===== src/rtl/level_map_scheduler_if.sv =====
// Map-RAM read port plus the game-logic lookup handshake.
// The scheduler takes the master side: it drives the RAM and answers lookups.
interface level_map_scheduler_if #(
  parameter int ADDR_W = 11
);
  logic [ADDR_W-1:0] mapAddr;
  logic              mapRe;
  logic [2:0]        mapData;
  // Lookup handshake: the requester raises lreq with lcol/lrow and holds all
  // three stable until it sees lack; lack lasts one cycle with ldata valid in
  // that same cycle, and the request may be dropped or replaced right after it.
  logic              lreq;
  logic [4:0]        lcol;
  logic [3:0]        lrow;
  logic              lack;
  logic [2:0]        ldata;

  modport master (
    output mapAddr, mapRe, lack, ldata,
    input  mapData, lreq, lcol, lrow
  );

  modport slave (
    input  mapAddr, mapRe, lack, ldata,
    output mapData, lreq, lcol, lrow
  );
endinterface


===== src/rtl/level_map_scheduler.sv =====
// Shares the single tile-map RAM read port between the per-tile display prefetch
// and game-logic lookups, and produces blockType for the current pixel.
module level_map_scheduler #(
  parameter int         H_OFFSET = 144,
  parameter int         V_OFFSET = 35,
  parameter int         MAP_COLS = 20,
  parameter int         MAP_ROWS = 15,
  parameter int         ADDR_W   = 11,
  parameter logic [2:0] OOB_TYPE = 3'd1
) (
  input  logic       clk,
  input  logic       rst_n,
  input  logic       pixEn,
  input  logic       frameStart,
  input  logic [9:0] hCount,
  input  logic [9:0] vCount,
  input  logic [1:0] levelSel,
  output logic [2:0] blockType,
  output logic       dispMiss,
  output logic [1:0] dbgState,
  level_map_scheduler_if.master bus
);

  typedef enum logic [1:0] {IDLE = 2'd0, ISSUE = 2'd1, CAPTURE = 2'd2} state_t;

  localparam logic [9:0] H_PRE   = 10'(H_OFFSET - 16);
  localparam logic [9:0] H_FIRST = 10'(H_OFFSET);
  localparam logic [9:0] H_END   = 10'(H_OFFSET + 32 * MAP_COLS);
  localparam logic [9:0] V_FIRST = 10'(V_OFFSET);
  localparam logic [9:0] V_END   = 10'(V_OFFSET + 32 * MAP_ROWS);
  localparam logic [ADDR_W-1:0] LEVEL_SIZE = ADDR_W'(MAP_COLS * MAP_ROWS);
  localparam logic [ADDR_W-1:0] COLS_A     = ADDR_W'(MAP_COLS);

  state_t            state;
  logic              forDisp;
  logic              dispPend;
  logic [4:0]        dispCol;
  logic [3:0]        dispRow;
  logic [2:0]        nextType;
  logic [1:0]        levelReg;

  logic [9:0]        hPre;
  logic [9:0]        hBnd;
  logic [9:0]        vRel;
  logic              vVis;
  logic              preHit;
  logic              bndHit;
  logic              lineEnd;
  logic              offMap;
  logic [ADDR_W-1:0] base;
  logic [ADDR_W-1:0] dispIdx;
  logic [ADDR_W-1:0] logIdx;

  assign hPre    = hCount - H_PRE;
  assign hBnd    = hCount - H_FIRST;
  assign vRel    = vCount - V_FIRST;
  assign vVis    = (vCount >= V_FIRST) && (vCount < V_END);
  assign lineEnd = (hCount == H_END);

  // Prefetch fires half a tile ahead of each tile boundary on visible lines.
  assign preHit = pixEn && vVis && (hCount >= H_PRE) && (hPre[4:0] == 5'd0)
                  && (hPre[9:5] < 5'(MAP_COLS));
  assign bndHit = (hCount >= H_FIRST) && (hBnd[4:0] == 5'd0)
                  && (hBnd[9:5] < 5'(MAP_COLS));

  assign offMap  = (bus.lcol >= 5'(MAP_COLS)) || (bus.lrow >= 4'(MAP_ROWS));
  assign base    = ADDR_W'(levelReg) * LEVEL_SIZE;
  assign dispIdx = ADDR_W'(dispRow) * COLS_A + ADDR_W'(dispCol);
  assign logIdx  = ADDR_W'(bus.lrow) * COLS_A + ADDR_W'(bus.lcol);

  assign dbgState = state;

  always_ff @(posedge clk or negedge rst_n) begin
    if (!rst_n) begin
      state       <= IDLE;
      forDisp     <= 1'b0;
      dispPend    <= 1'b0;
      dispCol     <= '0;
      dispRow     <= '0;
      nextType    <= '0;
      blockType   <= '0;
      levelReg    <= '0;
      dispMiss    <= 1'b0;
      bus.mapAddr <= '0;
      bus.mapRe   <= 1'b0;
      bus.lack    <= 1'b0;
      bus.ldata   <= '0;
    end else begin
      dispMiss <= 1'b0;
      bus.lack <= 1'b0;

      if (frameStart) levelReg <= levelSel;

      if (pixEn) begin
        if (!vVis || lineEnd) begin
          blockType <= '0;
        end else if (bndHit) begin
          // A late fetch keeps the previous tile on screen rather than showing stale data.
          if (dispPend) dispMiss  <= 1'b1;
          else          blockType <= nextType;
        end
      end

      case (state)
        IDLE: begin
          if (dispPend) begin
            bus.mapAddr <= base + dispIdx;
            bus.mapRe   <= 1'b1;
            forDisp     <= 1'b1;
            state       <= ISSUE;
          end else if (bus.lreq && !bus.lack) begin
            // The ack cycle itself still carries the old request, so it is skipped.
            if (offMap) begin
              bus.lack  <= 1'b1;
              bus.ldata <= OOB_TYPE;
            end else begin
              bus.mapAddr <= base + logIdx;
              bus.mapRe   <= 1'b1;
              forDisp     <= 1'b0;
              state       <= ISSUE;
            end
          end
        end
        ISSUE: begin
          bus.mapRe <= 1'b0;
          state     <= CAPTURE;
        end
        CAPTURE: begin
          state <= IDLE;
          if (forDisp) begin
            nextType <= bus.mapData;
            dispPend <= 1'b0;
          end else begin
            bus.ldata <= bus.mapData;
            bus.lack  <= bus.lreq;
          end
        end
        default: state <= IDLE;
      endcase

      // A new prefetch point overrides the clear from a finishing display read.
      if (preHit) begin
        dispPend <= 1'b1;
        dispCol  <= hPre[9:5];
        dispRow  <= 4'(vRel >> 5);
      end
    end
  end

endmodule


===== src/flat_wrapper.sv =====
// flat-port wrapper written by rule: the top's interface ports become plain ports
module level_map_scheduler_flat 
#(
  parameter int         H_OFFSET = 144,
  parameter int         V_OFFSET = 35,
  parameter int         MAP_COLS = 20,
  parameter int         MAP_ROWS = 15,
  parameter int         ADDR_W   = 11,
  parameter logic [2:0] OOB_TYPE = 3'd1
)
  (clk, rst_n, pixEn, frameStart, hCount, vCount, levelSel, blockType, dispMiss, dbgState, bus_mapAddr, bus_mapRe, bus_lack, bus_ldata, bus_mapData, bus_lreq, bus_lcol, bus_lrow);
  level_map_scheduler_if #(.ADDR_W(ADDR_W)) bus_i ();
  input  logic clk;
  input  logic rst_n;
  input  logic pixEn;
  input  logic frameStart;
  input  logic [9:0] hCount;
  input  logic [9:0] vCount;
  input  logic [1:0] levelSel;
  output logic [2:0] blockType;
  output logic dispMiss;
  output logic [1:0] dbgState;
  output wire logic [$bits(bus_i.mapAddr)-1:0] bus_mapAddr;
  output wire logic [$bits(bus_i.mapRe)-1:0] bus_mapRe;
  output wire logic [$bits(bus_i.lack)-1:0] bus_lack;
  output wire logic [$bits(bus_i.ldata)-1:0] bus_ldata;
  input wire logic [$bits(bus_i.mapData)-1:0] bus_mapData;
  input wire logic [$bits(bus_i.lreq)-1:0] bus_lreq;
  input wire logic [$bits(bus_i.lcol)-1:0] bus_lcol;
  input wire logic [$bits(bus_i.lrow)-1:0] bus_lrow;
  assign bus_mapAddr = bus_i.mapAddr;
  assign bus_mapRe = bus_i.mapRe;
  assign bus_lack = bus_i.lack;
  assign bus_ldata = bus_i.ldata;
  assign bus_i.mapData = bus_mapData;
  assign bus_i.lreq = bus_lreq;
  assign bus_i.lcol = bus_lcol;
  assign bus_i.lrow = bus_lrow;
  level_map_scheduler #(.H_OFFSET(H_OFFSET), .V_OFFSET(V_OFFSET), .MAP_COLS(MAP_COLS), .MAP_ROWS(MAP_ROWS), .ADDR_W(ADDR_W), .OOB_TYPE(OOB_TYPE)) u_core (.clk(clk), .rst_n(rst_n), .pixEn(pixEn), .frameStart(frameStart), .hCount(hCount), .vCount(vCount), .levelSel(levelSel), .blockType(blockType), .dispMiss(dispMiss), .dbgState(dbgState), .bus(bus_i));
endmodule

===== config.mk =====
export PLATFORM = sky130hd
export DESIGN_NAME = level_map_scheduler_flat
export DESIGN_NICKNAME = d
export VERILOG_FILES = /design/src/rtl/level_map_scheduler_if.sv /design/src/rtl/level_map_scheduler.sv /design/src/flat_wrapper.sv
export SDC_FILE = /design/constraint.sdc
export NUM_CORES = 1
export LEC_CHECK = 0
export BUFFER_PORTS_ARGS = -buffer_cell sky130_fd_sc_hd__buf_4
export CAP_MARGIN = 20
export CORE_AREA = 2 2 86 67
export DETAILED_ROUTE_END_ITERATION = 8
export DIE_AREA = 0 0 88 69
export PLACE_DENSITY = 0.77
export SLEW_MARGIN = 20
export SYNTH_ARGS = -nofsm -noshare
export SYNTH_HDL_FRONTEND = slang
export SYNTH_SLANG_ARGS = --single-unit

===== constraint.sdc =====
create_clock -name clk -period 3.4 [get_ports clk]
set_input_delay 0.68 -clock clk [delete_from_list [all_inputs] [get_ports clk]]
set_output_delay 0.68 -clock clk [all_outputs]
set_load 0.005 [all_outputs]

Word level (Yosys, flattened, before mapping)
Cells that the tools add are included.

storage, ports and cells
  output and inout bits = 22
  logic and storage cells = 104
  input port bits = 39
  register bits = 38

operators by class
  magnitude comparators = 8
  add/subtract/negate cells = 7
  mux-type cells = 34
  multiply operators = 3
  reduce and logical (&&, ||, !) cells = 28
  equality and inequality tests = 11

operators by type and width
  kind                                                                number
  2-to-1 mux 11 bit                                                   3
  adder 11 bit                                                        2
  2-to-1 mux 3 bit                                                    7
  adder 9 x 5 -> 10 bit                                               2
  greater-or-equal comparator 10 x 8 -> 1 bit, second input constant  2
  subtractor 10 x 8 -> 10 bit, second input constant                  2
  2-to-1 mux 1 bit                                                    17
  multiplier 4 x 3 -> 7 bit, second input constant                    2
  nonzero test 2 bit                                                  6
  equality test 10 bit, second input constant                         1
  greater-or-equal comparator 10 x 6 -> 1 bit, second input constant  1
  logical NOT 5 bit                                                   2
  less-than comparator 10 bit, second input constant                  1
  less-than comparator 5 bit, second input constant                   2
  multiplier 2 x 7 -> 9 bit, second input constant                    1
  AND reduction 3 bit                                                 3
  subtractor 9 x 6 -> 9 bit, second input constant                    1
  logical AND 1 bit                                                   8
  2-to-1 mux 2 bit                                                    3
  inequality test 2 x 1 -> 1 bit, second input constant               3
  inequality test 2 bit, second input constant                        3
  one-hot mux 3 bit (2 select lines)                                  1
  AND reduction 2 bit                                                 3
  greater-or-equal comparator 5 bit, second input constant            1
  other kinds (11)                                                    14

Logic depth before layout (Yosys ltp)
Gate-level depths: netlist of the first run.

  word-level depth = 8
  mapped depth = 13
  mapped depth without buffers = 13

Worst setup path after synthesis of the first run
Ideal clock, no wire load.

  kind = input-to-reg
  from = in bus_lrow[1]
  to = reg u_core.bus.mapAddr[9]
  stages on the path = 11
  data required time = 3317 ps
  buffers on the path = 0
  arrival = 3200 ps
  path slack = 117 ps
  setup time = 83 ps
  cell sequence = ha_1 > ha_1 > fa_1 > xor2_1 > o21ai_0 > ha_1 > and3_1 > a2111oi_2 > a21oi_1 > xnor2_1 > o21ai_0

between the ends
  word-level cells in the longest chain between the ends = 6
  elaborated cells between the ends (all ways) = 10
  classes of those cells = 2 x add/sub; 1 x mul; 1 x order compare; 1 x eq/ne; 3 x mux; 2 x reduce/logical

RTL lines
  item                       line                          text
  start, declared            flat_wrapper.sv:30            input wire logic [$bits(bus_i.lrow)-1:0] bus_lrow;
  multiplier 4 x 3 -> 7 bit  level_map_scheduler.sv:69     assign logIdx = ADDR_W'(bus.lrow) * COLS_A + ADDR_W'(bus.lcol);
  adder 9 x 5 -> 10 bit      level_map_scheduler.sv:69
  adder 11 bit               level_map_scheduler.sv:117    bus.mapAddr <= base + logIdx;
  2-to-1 mux 11 bit          level_map_scheduler.sv:113    if (offMap) begin
  2-to-1 mux 11 bit          level_map_scheduler.sv:111    end else if (bus.lreq && !bus.lack) begin
  2-to-1 mux 11 bit          level_map_scheduler.sv:106    if (dispPend) begin
  end signal, assigned       level_map_scheduler.sv:107    bus.mapAddr <= base + dispIdx;
  end signal, assigned       level_map_scheduler.sv:117
  end, declared              level_map_scheduler_if.sv:19  output mapAddr, mapRe, lack, ldata,

Several ways; a longest one is shown, not always the timed one. The select of a mux whose other input is x is not followed.
A chain may end at the register's enable or synchronous reset.

Final worst setup path of the first run
  from = in bus_lrow[1]
  to = reg u_core.bus.mapAddr[7]

Same word-level chain as after synthesis.

==> metrics.csv, run 1 <==
stage;metric;value;unit
timing;fraction of the cycle the final worst path needs;94.72;%
pwr;switching part of the total;35.80;%
timing;hold slack;350.4;ps
place;PortBufs;60;
cts;TritonCTS Buffers;5;
synth;count of cell types in the netlist;51;
place;dpl ws;-159.0;ps
timing;hold violation total from the final report;0;
cts;H-tree levels;2;
final_layout;number of inserted filler cells in the final layout;445;
floorplanning;effective utilization at floorplan;51.62;%
grt;overall overflow remaining after global route;0;
cts;TritonCTS clock tree;yes;
grt;GRT Total Usage;20.16;%
floorplanning;vertical extent of the die;69;um
cts;cell chosen for the clock root;sky130_fd_sc_hd__clkbuf_8;
timing;setup skew after layout;7.846;ps
grt;first-pass GRT wire length;9873;um
setup_path;startpoint types;input pin;
timing;fmax;310.5;MHz
synth;synth top area cells;sky130_fd_sc_hd__dfrtp_1 (35%), sky130_fd_sc_hd__ha_1 (13%), sky130_fd_sc_hd__mux2_2 (5.9%);
timing;RSZ-0062 raised after global routing;no;
setup_path;type of the worst setup path;in -> reg;
grt;pin count of the biggest net entering global routing;39;
detailed_routing;number of vias in the routed layout;2167;
pwr;P per Cell Area;542.9;mW/mm^2
floorplanning;core area;0.005209;sq mm
detailed_routing;Via-to-Cell Ratio;5.247;
worst_hold_path;class of the tightest hold or removal check;in -> async;
timing;max_slew headroom;58.43;%
timing;measured slew at the worst slew-check pin;623.5;ps
synth;mean post-synth cell area;10.18;sq um
status;result of the run;finished clean;
timing;Final min period;3221;ps
final_layout;storage element area;950.9;sq um
place;routability congestion estimate;0.8703;
floorplanning;die area;0.006072;sq mm
synth;Post-Synthesis Cell Area;0.002689;sq mm
place;detailed-placement wirelength estimate;4434;um
final_layout;Post-layout nets;409;
final_layout;highest-count cells in the layout ignoring fill and taps;sky130_fd_sc_hd__buf_4 (71), sky130_fd_sc_hd__dfrtp_1 (38), sky130_fd_sc_hd__nand2_1 (29), sky130_fd_sc_hd__ha_1 (26), sky130_fd_sc_hd__inv_1 (15);
timing;fin. max-slew vios;0;
setup_path;standard cell with the maximum stage delay on the critical path;sky130_fd_sc_hd__fa_1;
floorplanning;# IOs;61;
cts;number of sinks driven by the clock tree;38;
cts;maximum count of clock buffers along a single path;2;
detailed_routing;average detailed-routed wire length per instance;13.60;um
cts;source-to-sink clock delay at the later pin of the worst-skew pair;290;ps
synth;most common flop cell mapped by yosys;sky130_fd_sc_hd__dfrtp_1;
final_layout;layout cells sized above 1;30.47;%
floorplanning;row count;23;
setup_path;category of the worst setup path capture point;flop;
timing;total setup violations reported at the end of the flow;0;
synth;sequential area share after synthesis;35.37;%
detailed_routing;Routed WL;5615;um
pwr;net switching power;0.6616;mW
synth;EDFF count, synth;0;
synth;cell taking the most area after synthesis;sky130_fd_sc_hd__dfrtp_1;
timing;Worst Setup Slack, final;179.5;ps
detailed_routing;first-pass detailed-route iteration total;4;
synth;number of register bits inferred by synthesis;38;
setup_path;Data arrival, critical path;3370;ps
pwr;static leakage;1.695;nW
detailed_routing;post-route antenna net violation count;0;
flow_run;number of max-capacitance violations reported;0;
setup_path;critical path's largest stage delay;520;ps
synth;number of nets produced by synthesis;335;
cts;clock transition time at the flip-flop clock pins of the worst setup and hold paths;80;ps
synth;post-synthesis instance total;264;
synth;synth warn;0;
grt;antenna violations before repair;0;
final_layout;Area Growth Syn to Fin;26.62;%
final_layout;most common library cell in the layout ignoring fill and taps;sky130_fd_sc_hd__buf_4;
pwr;part of the total power dissipated in the clock network;16.1;%
pwr;Gate power share;46.4;%
synth;proportion of register bits with asynchronous set or reset after synthesis;100.0;%
pwr;Internal Pwr Total;1.187;mW
setup_path;endpoint required time on the critical path;3550;ps
detailed_routing;post-route DRC violation count;0;
pwr;worst vdd ir;336.1;uV
place;total instance count after detailed placement;406;
floorplanning;die extent in x;88;um
setup_path;maximum fanout count along the critical path;4;
setup_path;cell seen most often among critical-path stages;sky130_fd_sc_hd__ha_1;
final_layout;number of antenna repair diodes;0;
grt;vias in the first global route;2145;
final_layout;non-filler cells in the finished layout;413;
detailed_routing;iteration-0 DRC count of the detailed router;62;
pwr;Flop pwr share;37.4;%
setup_path;cells traversed along the worst timing path;buf_4 -> ha_1 -> ha_1 -> fa_1 -> xor2_1 -> o21ai_2 -> ha_1 -> and3_1 -> a2111oi_4 -> buf_4 -> xor2_1 -> o21ai_0;
final_layout;multi-input logic area;0.001692;sq mm
synth;area share of the leading cell type in the synthesized netlist;35.37;%
per-stage QoR:
stage / power (mW) / util (%) / TNS [ps] / instance area (sq um)
6_report: 1.848 / 65.36 / 0 / 3405
2_1_floorplan: 1.195 / - / 0 / 2689
3_3_place_gp: 1.521 / 63.32 / -121.2 / 3298
5_1_grt: 2.011 / 65.36 / 0 / 3405
3_5_place_dp: 1.544 / 63.32 / -408.8 / 3298
4_1_cts: 1.848 / 64.83 / 0 / 3377
what timing repair did:
item,in CTS,in global routing
setup endpoints to repair,0,2
gates resized for setup,0,6
buffers inserted,0,0
hold buffers,0,0
path summary, 6_finish.rpt:
check,start,endpoint,slack [ps],cells after the start
setup reg to reg,u_core.dispRow[3],u_core.bus.mapAddr[7],210,12
min in group clk,u_core.bus.mapAddr[8],u_core.bus.mapAddr[8],480,2
hold / removal,rst_n,u_core.bus.mapAddr[5],350,1
max in group asynchronous,rst_n,u_core.dispRow[3],2710,1
hold reg to reg,u_core.bus.mapAddr[8],u_core.bus.mapAddr[8],480,2
setup / recovery,bus_lrow[1],u_core.bus.mapAddr[7],180,12
synth_stat cells (2+ instances only):
master	count
sky130_fd_sc_hd__a211oi_1	2
sky130_fd_sc_hd__a21o_1	8
sky130_fd_sc_hd__a21oi_1	8
sky130_fd_sc_hd__a31oi_1	2
sky130_fd_sc_hd__and2_1	2
sky130_fd_sc_hd__and3_1	2
sky130_fd_sc_hd__buf_2	2
sky130_fd_sc_hd__dfrtp_1	38
sky130_fd_sc_hd__fa_1	5
sky130_fd_sc_hd__ha_1	27
sky130_fd_sc_hd__inv_1	15
sky130_fd_sc_hd__mux2_2	14
sky130_fd_sc_hd__mux2i_1	7
sky130_fd_sc_hd__nand2_1	29
sky130_fd_sc_hd__nand2b_1	5
sky130_fd_sc_hd__nand3_1	5
sky130_fd_sc_hd__nand3b_1	2
sky130_fd_sc_hd__nand4_1	5
sky130_fd_sc_hd__nor2_1	9
sky130_fd_sc_hd__nor2b_1	5
sky130_fd_sc_hd__nor3_1	3
sky130_fd_sc_hd__nor4b_1	2
sky130_fd_sc_hd__o21a_1	6
sky130_fd_sc_hd__o21ai_0	15
sky130_fd_sc_hd__o31ai_1	3
sky130_fd_sc_hd__xnor2_1	8
sky130_fd_sc_hd__xor2_1	11
routing by layer:
layer | vias up | track usage, % | share of wire, %
li1 | 1094 | - | -
met1 | 1030 | 28.75 | 50
met2 | 38 | 31.40 | 46
met3 | 5 | 4.671 | 3.8
met4 | 0 | 3.932 | 0.59
met5 | - | 0 | 0
state kept, by name (all words and copies together), names as in the netlist:
name                cells
u_core.dispCol          5
u_core.dispMiss         1
u_core.dispPend         1
u_core.bus.lack         1
u_core.blockType        3
u_core.levelReg         2
u_core.bus.mapRe        1
u_core.dispRow          4
u_core.dbgState         2
u_core.bus.ldata        3
u_core.nextType         3
u_core.bus.mapAddr     11
u_core.forDisp          1
cells by family after synthesis:
family | after synthesis | share of synthesized area [%]
compound gates | 58 | 15.64
xor+xnor | 19 | 6.189
fa+ha+maj | 32 | 16.29
buf+inv | 19 | 2.745
flops | 38 | 35.37
mux | 21 | 8.469
simple gates | 77 | 15.31
power by group through the flow:
stage	Clock [mW]	Combinational, mW	Sequential, mW
floorplan	0	0.511	0.683
global placement	0	0.825	0.695
detailed placement	0	0.845	0.699
CTS	0.307	0.850	0.691
global route	0.326	0.970	0.715
finish	0.298	0.858	0.692
layout make-up:
type | count | share of cell area (%)
Clock buffer | 5 | 2.021
Clock inverter | 2 | 0.2940
Inverter | 15 | 1.654
Multi-Input combinational cell | 207 | 49.69
Sequential cell | 38 | 27.93
Tap cell | 75 | 2.756
Timing Repair Buffer | 71 | 15.66
worst max-delay path, delay by kind of cell:
| kind | cells | cell delay (ps) |
|---|---|---|
| compound gates | 3 | 520 |
| xor+xnor | 2 | 290 |
| fa+ha+maj | 4 | 1370 |
| buf+inv | 2 | 290 |
| simple gates | 1 | 210 |
No activity file was read; power rests on OpenSTA's default activity.
==> inputs of run 2 (changes only) <==
- ABC_AREA: not set -> 0
- BUFFER_PORTS_ARGS: -buffer_cell sky130_fd_sc_hd__buf_4 -> -buffer_cell sky130_fd_sc_hd__buf_2
==> run 2 against run 1 <==
Non-clock buffer count is 2 higher. Combinational power shrank 7.7%. Sequential share of layout area up 1.3 points. First-iteration DRC count increased by 16%. Flip-flop and latch count stayed put. Largest power group unchanged.
==> metrics.csv, run 2 (synthesis results as in run 1) <==
stage;metric;value;unit
status;result of the run;finished clean;
detailed_routing;first-pass detailed-route iteration total;4;
timing;setup skew after layout;5.668;ps
grt;first-pass GRT wire length;9045;um
setup_path;cells traversed along the worst timing path;buf_2 -> ha_1 -> ha_1 -> fa_1 -> xor2_1 -> o21ai_2 -> ha_1 -> and3_1 -> a2111oi_4 -> buf_4 -> xor2_1 -> o21ai_0;
timing;fmax;311.8;MHz
cts;H-tree levels;2;
final_layout;number of flip-flops under the largest register name;11;
timing;fin. max-slew vios;0;
setup_path;cell seen most often among critical-path stages;sky130_fd_sc_hd__ha_1;
pwr;worst vdd ir;330.9;uV
setup_path;standard cell with the maximum stage delay on the critical path;sky130_fd_sc_hd__fa_1;
setup_path;category of the worst setup path capture point;flop;
place;post-place instance area;0.003156;sq mm
setup_path;type of the worst setup path;in -> reg;
detailed_routing;post-route DRC violation count;0;
grt;M1 GR Usage;25.63;%
setup_path;critical path's largest stage delay;520;ps
detailed_routing;number of vias in the routed layout;2162;
worst_hold_path;cell depth of the worst hold path;2;
floorplanning;# IOs;61;
setup_path;Data arrival, critical path;3380;ps
cts;source-to-sink clock delay at the later pin of the worst-skew pair;290;ps
setup_path;startpoint types;input pin;
final_layout;number of antenna repair diodes;0;
setup_path;worst reg-to-reg path cell count;12;
pwr;static leakage;1.663;nW
floorplanning;die extent in x;88;um
grt;vias in the first global route;2057;
final_layout;highest-count cells in the layout ignoring fill and taps;sky130_fd_sc_hd__buf_2 (60), sky130_fd_sc_hd__dfrtp_1 (38), sky130_fd_sc_hd__nand2_1 (29), sky130_fd_sc_hd__ha_1 (27), sky130_fd_sc_hd__inv_1 (15);
timing;total setup violations reported at the end of the flow;0;
grt;GR Layer Usage met3;4.671;%
timing;measured slew at the worst slew-check pin;843.9;ps
timing;Final min period;3207;ps
cts;maximum count of clock buffers along a single path;2;
detailed_routing;iteration-0 DRC count of the detailed router;72;
place;dpl ws;-169.3;ps
final_layout;biggest registers after layout;u_core.bus.mapAddr: 11 flops, u_core.dispCol: 5 flops, u_core.dispRow: 4 flops;
timing;Worst Setup Slack, final;192.7;ps
pwr;P per Cell Area;545.2;mW/mm^2
pwr;net switching power;0.6465;mW
timing;max_slew headroom;43.74;%
setup_path;endpoint required time on the critical path;3570;ps
floorplanning;row count;23;
pwr;Flop pwr share;38.9;%
final_layout;Area Growth Syn to Fin;21.17;%
place;PortBufs;60;
setup_path;Worst R2R Setup Slack;210;ps
grt;antenna violations before repair;0;
timing;fraction of the cycle the final worst path needs;94.33;%
cts;TritonCTS Buffers;5;
floorplanning;effective utilization at floorplan;51.62;%
cts;cell chosen for the clock root;sky130_fd_sc_hd__clkbuf_8;
place;total instance count after detailed placement;407;
final_layout;Post-layout nets;411;
flow_run;number of max-capacitance violations reported;0;
cts;TritonCTS clock tree;yes;
pwr;Final Total Pwr;1.776;mW
grt;busiest metal layer after global routing;met2;
final_layout;top register by number of flip-flops;u_core.bus.mapAddr;
pwr;Internal Pwr Total;1.130;mW
grt;met2 Use GR;29.29;%
final_layout;design area;0.003258;sq mm
worst_hold_path;Min-Delay Startpoint;u_core.bus.mapAddr[6];
cts;number of sinks driven by the clock tree;38;
grt;pin count of the biggest net entering global routing;39;
worst_hold_path;class of the tightest hold or removal check;reg -> reg;
final_layout;layout cells sized above 1;30.00;%
detailed_routing;average detailed-routed wire length per instance;12.72;um
detailed_routing;post-route antenna net violation count;0;
final_layout;core occupancy in the finished layout;62.55;%
pwr;part of the total power dissipated in the clock network;16.5;%
timing;RSZ-0062 raised after global routing;no;
floorplanning;die area;0.006072;sq mm
final_layout;most common library cell in the layout ignoring fill and taps;sky130_fd_sc_hd__buf_2;
grt;overall overflow remaining after global route;0;
setup_path;Critical R2R Capture;u_core.bus.mapAddr[7];
setup_path;worst reg2reg path startpoint;u_core.dispRow[3];
place;routability congestion estimate;0.8653;
detailed_routing;Via-to-Cell Ratio;5.210;
setup_path;maximum fanout count along the critical path;4;
timing;hold slack;476.9;ps
detailed_routing;Routed WL;5277;um
grt;GRT Total Usage;18.65;%
final_layout;non-filler cells in the finished layout;415;
timing;final setup TNS;0;ps
place;detailed-placement wirelength estimate;4327;um
floorplanning;vertical extent of the die;69;um
pwr;switching part of the total;36.39;%
timing;hold violation total from the final report;0;
worst_hold_path;end point of the most critical hold path;u_core.bus.mapAddr[6];
floorplanning;core area;0.005209;sq mm
cts;clock transition time at the flip-flop clock pins of the worst setup and hold paths;70;ps
pwr;Gate power share;44.6;%
-- run 2: cell count changes in the layout (fill, tap and decap cells not counted) --
cell	delta
sky130_fd_sc_hd__a21oi_1	+1
sky130_fd_sc_hd__a21oi_2	-1
sky130_fd_sc_hd__buf_4	-58
sky130_fd_sc_hd__a211oi_2	-1
sky130_fd_sc_hd__ha_1	+1
sky130_fd_sc_hd__ha_2	-1
sky130_fd_sc_hd__buf_2	+60
sky130_fd_sc_hd__o21ai_0	-1
sky130_fd_sc_hd__a211oi_1	+1
sky130_fd_sc_hd__o21ai_1	+1
-- run 2: worst max path at each step --
stage | startpoint | end | slack (ps) | depth (start not counted)
CTS | u_core.dispRow[3] | u_core.bus.mapAddr[9] | 100 | 12
global route | u_core.dispRow[3] | u_core.bus.mapAddr[7] | 6 | 12
floorplan | bus_lrow[1] | u_core.bus.mapAddr[9] | 120 | 11
detailed placement | bus_lrow[1] | u_core.bus.mapAddr[9] | -170 | 12
finish | bus_lrow[1] | u_core.bus.mapAddr[7] | 190 | 12
global placement | bus_lrow[1] | u_core.bus.mapAddr[7] | -60 | 12
-- run 2: timing repair --
item,in CTS,in global routing
resized for setup,0,4
setup buffers,0,1
endpoints found under the setup margin,0,2
hold buffers,0,0
-- run 2: critical path, delay by kind of cell --
| family | cells | cell delay, ps |
|---|---|---|
| adder cells (fa/ha/maj) | 4 | 1400 |
| AO/OA/AOI/OAI | 3 | 490 |
| buffers and inverters | 2 | 280 |
| XOR/XNOR | 2 | 300 |
| AND/OR/NAND/NOR | 1 | 210 |
-- run 2: power by group through the flow --
stage	clock network, mW	registers, mW	logic [mW]
after floorplan	0	0.683	0.511
after global placement	0	0.697	0.761
after detailed placement	0	0.701	0.782
after CTS	0.303	0.692	0.785
after global routing	0.323	0.712	0.899
final	0.293	0.691	0.792
-- run 2: final cells by class --
class | instances | area (sq um)
inverter | 15 | 56.30
timing repair buffer | 73 | 397.9
tap | 75 | 93.84
sequential | 38 | 950.9
clock inverter | 2 | 10.01
clock buffer | 5 | 68.82
multi-input combinational | 207 | 1680
fill | 438 | 1951
-- run 2: per-layer routing --
metal  vias to the layer above  share of wire [%]
met5                         -                  0
met4                         0               0.85
met3                         7                5.2
met2                        45                 46
met1                      1009                 48
li1                       1101                  -
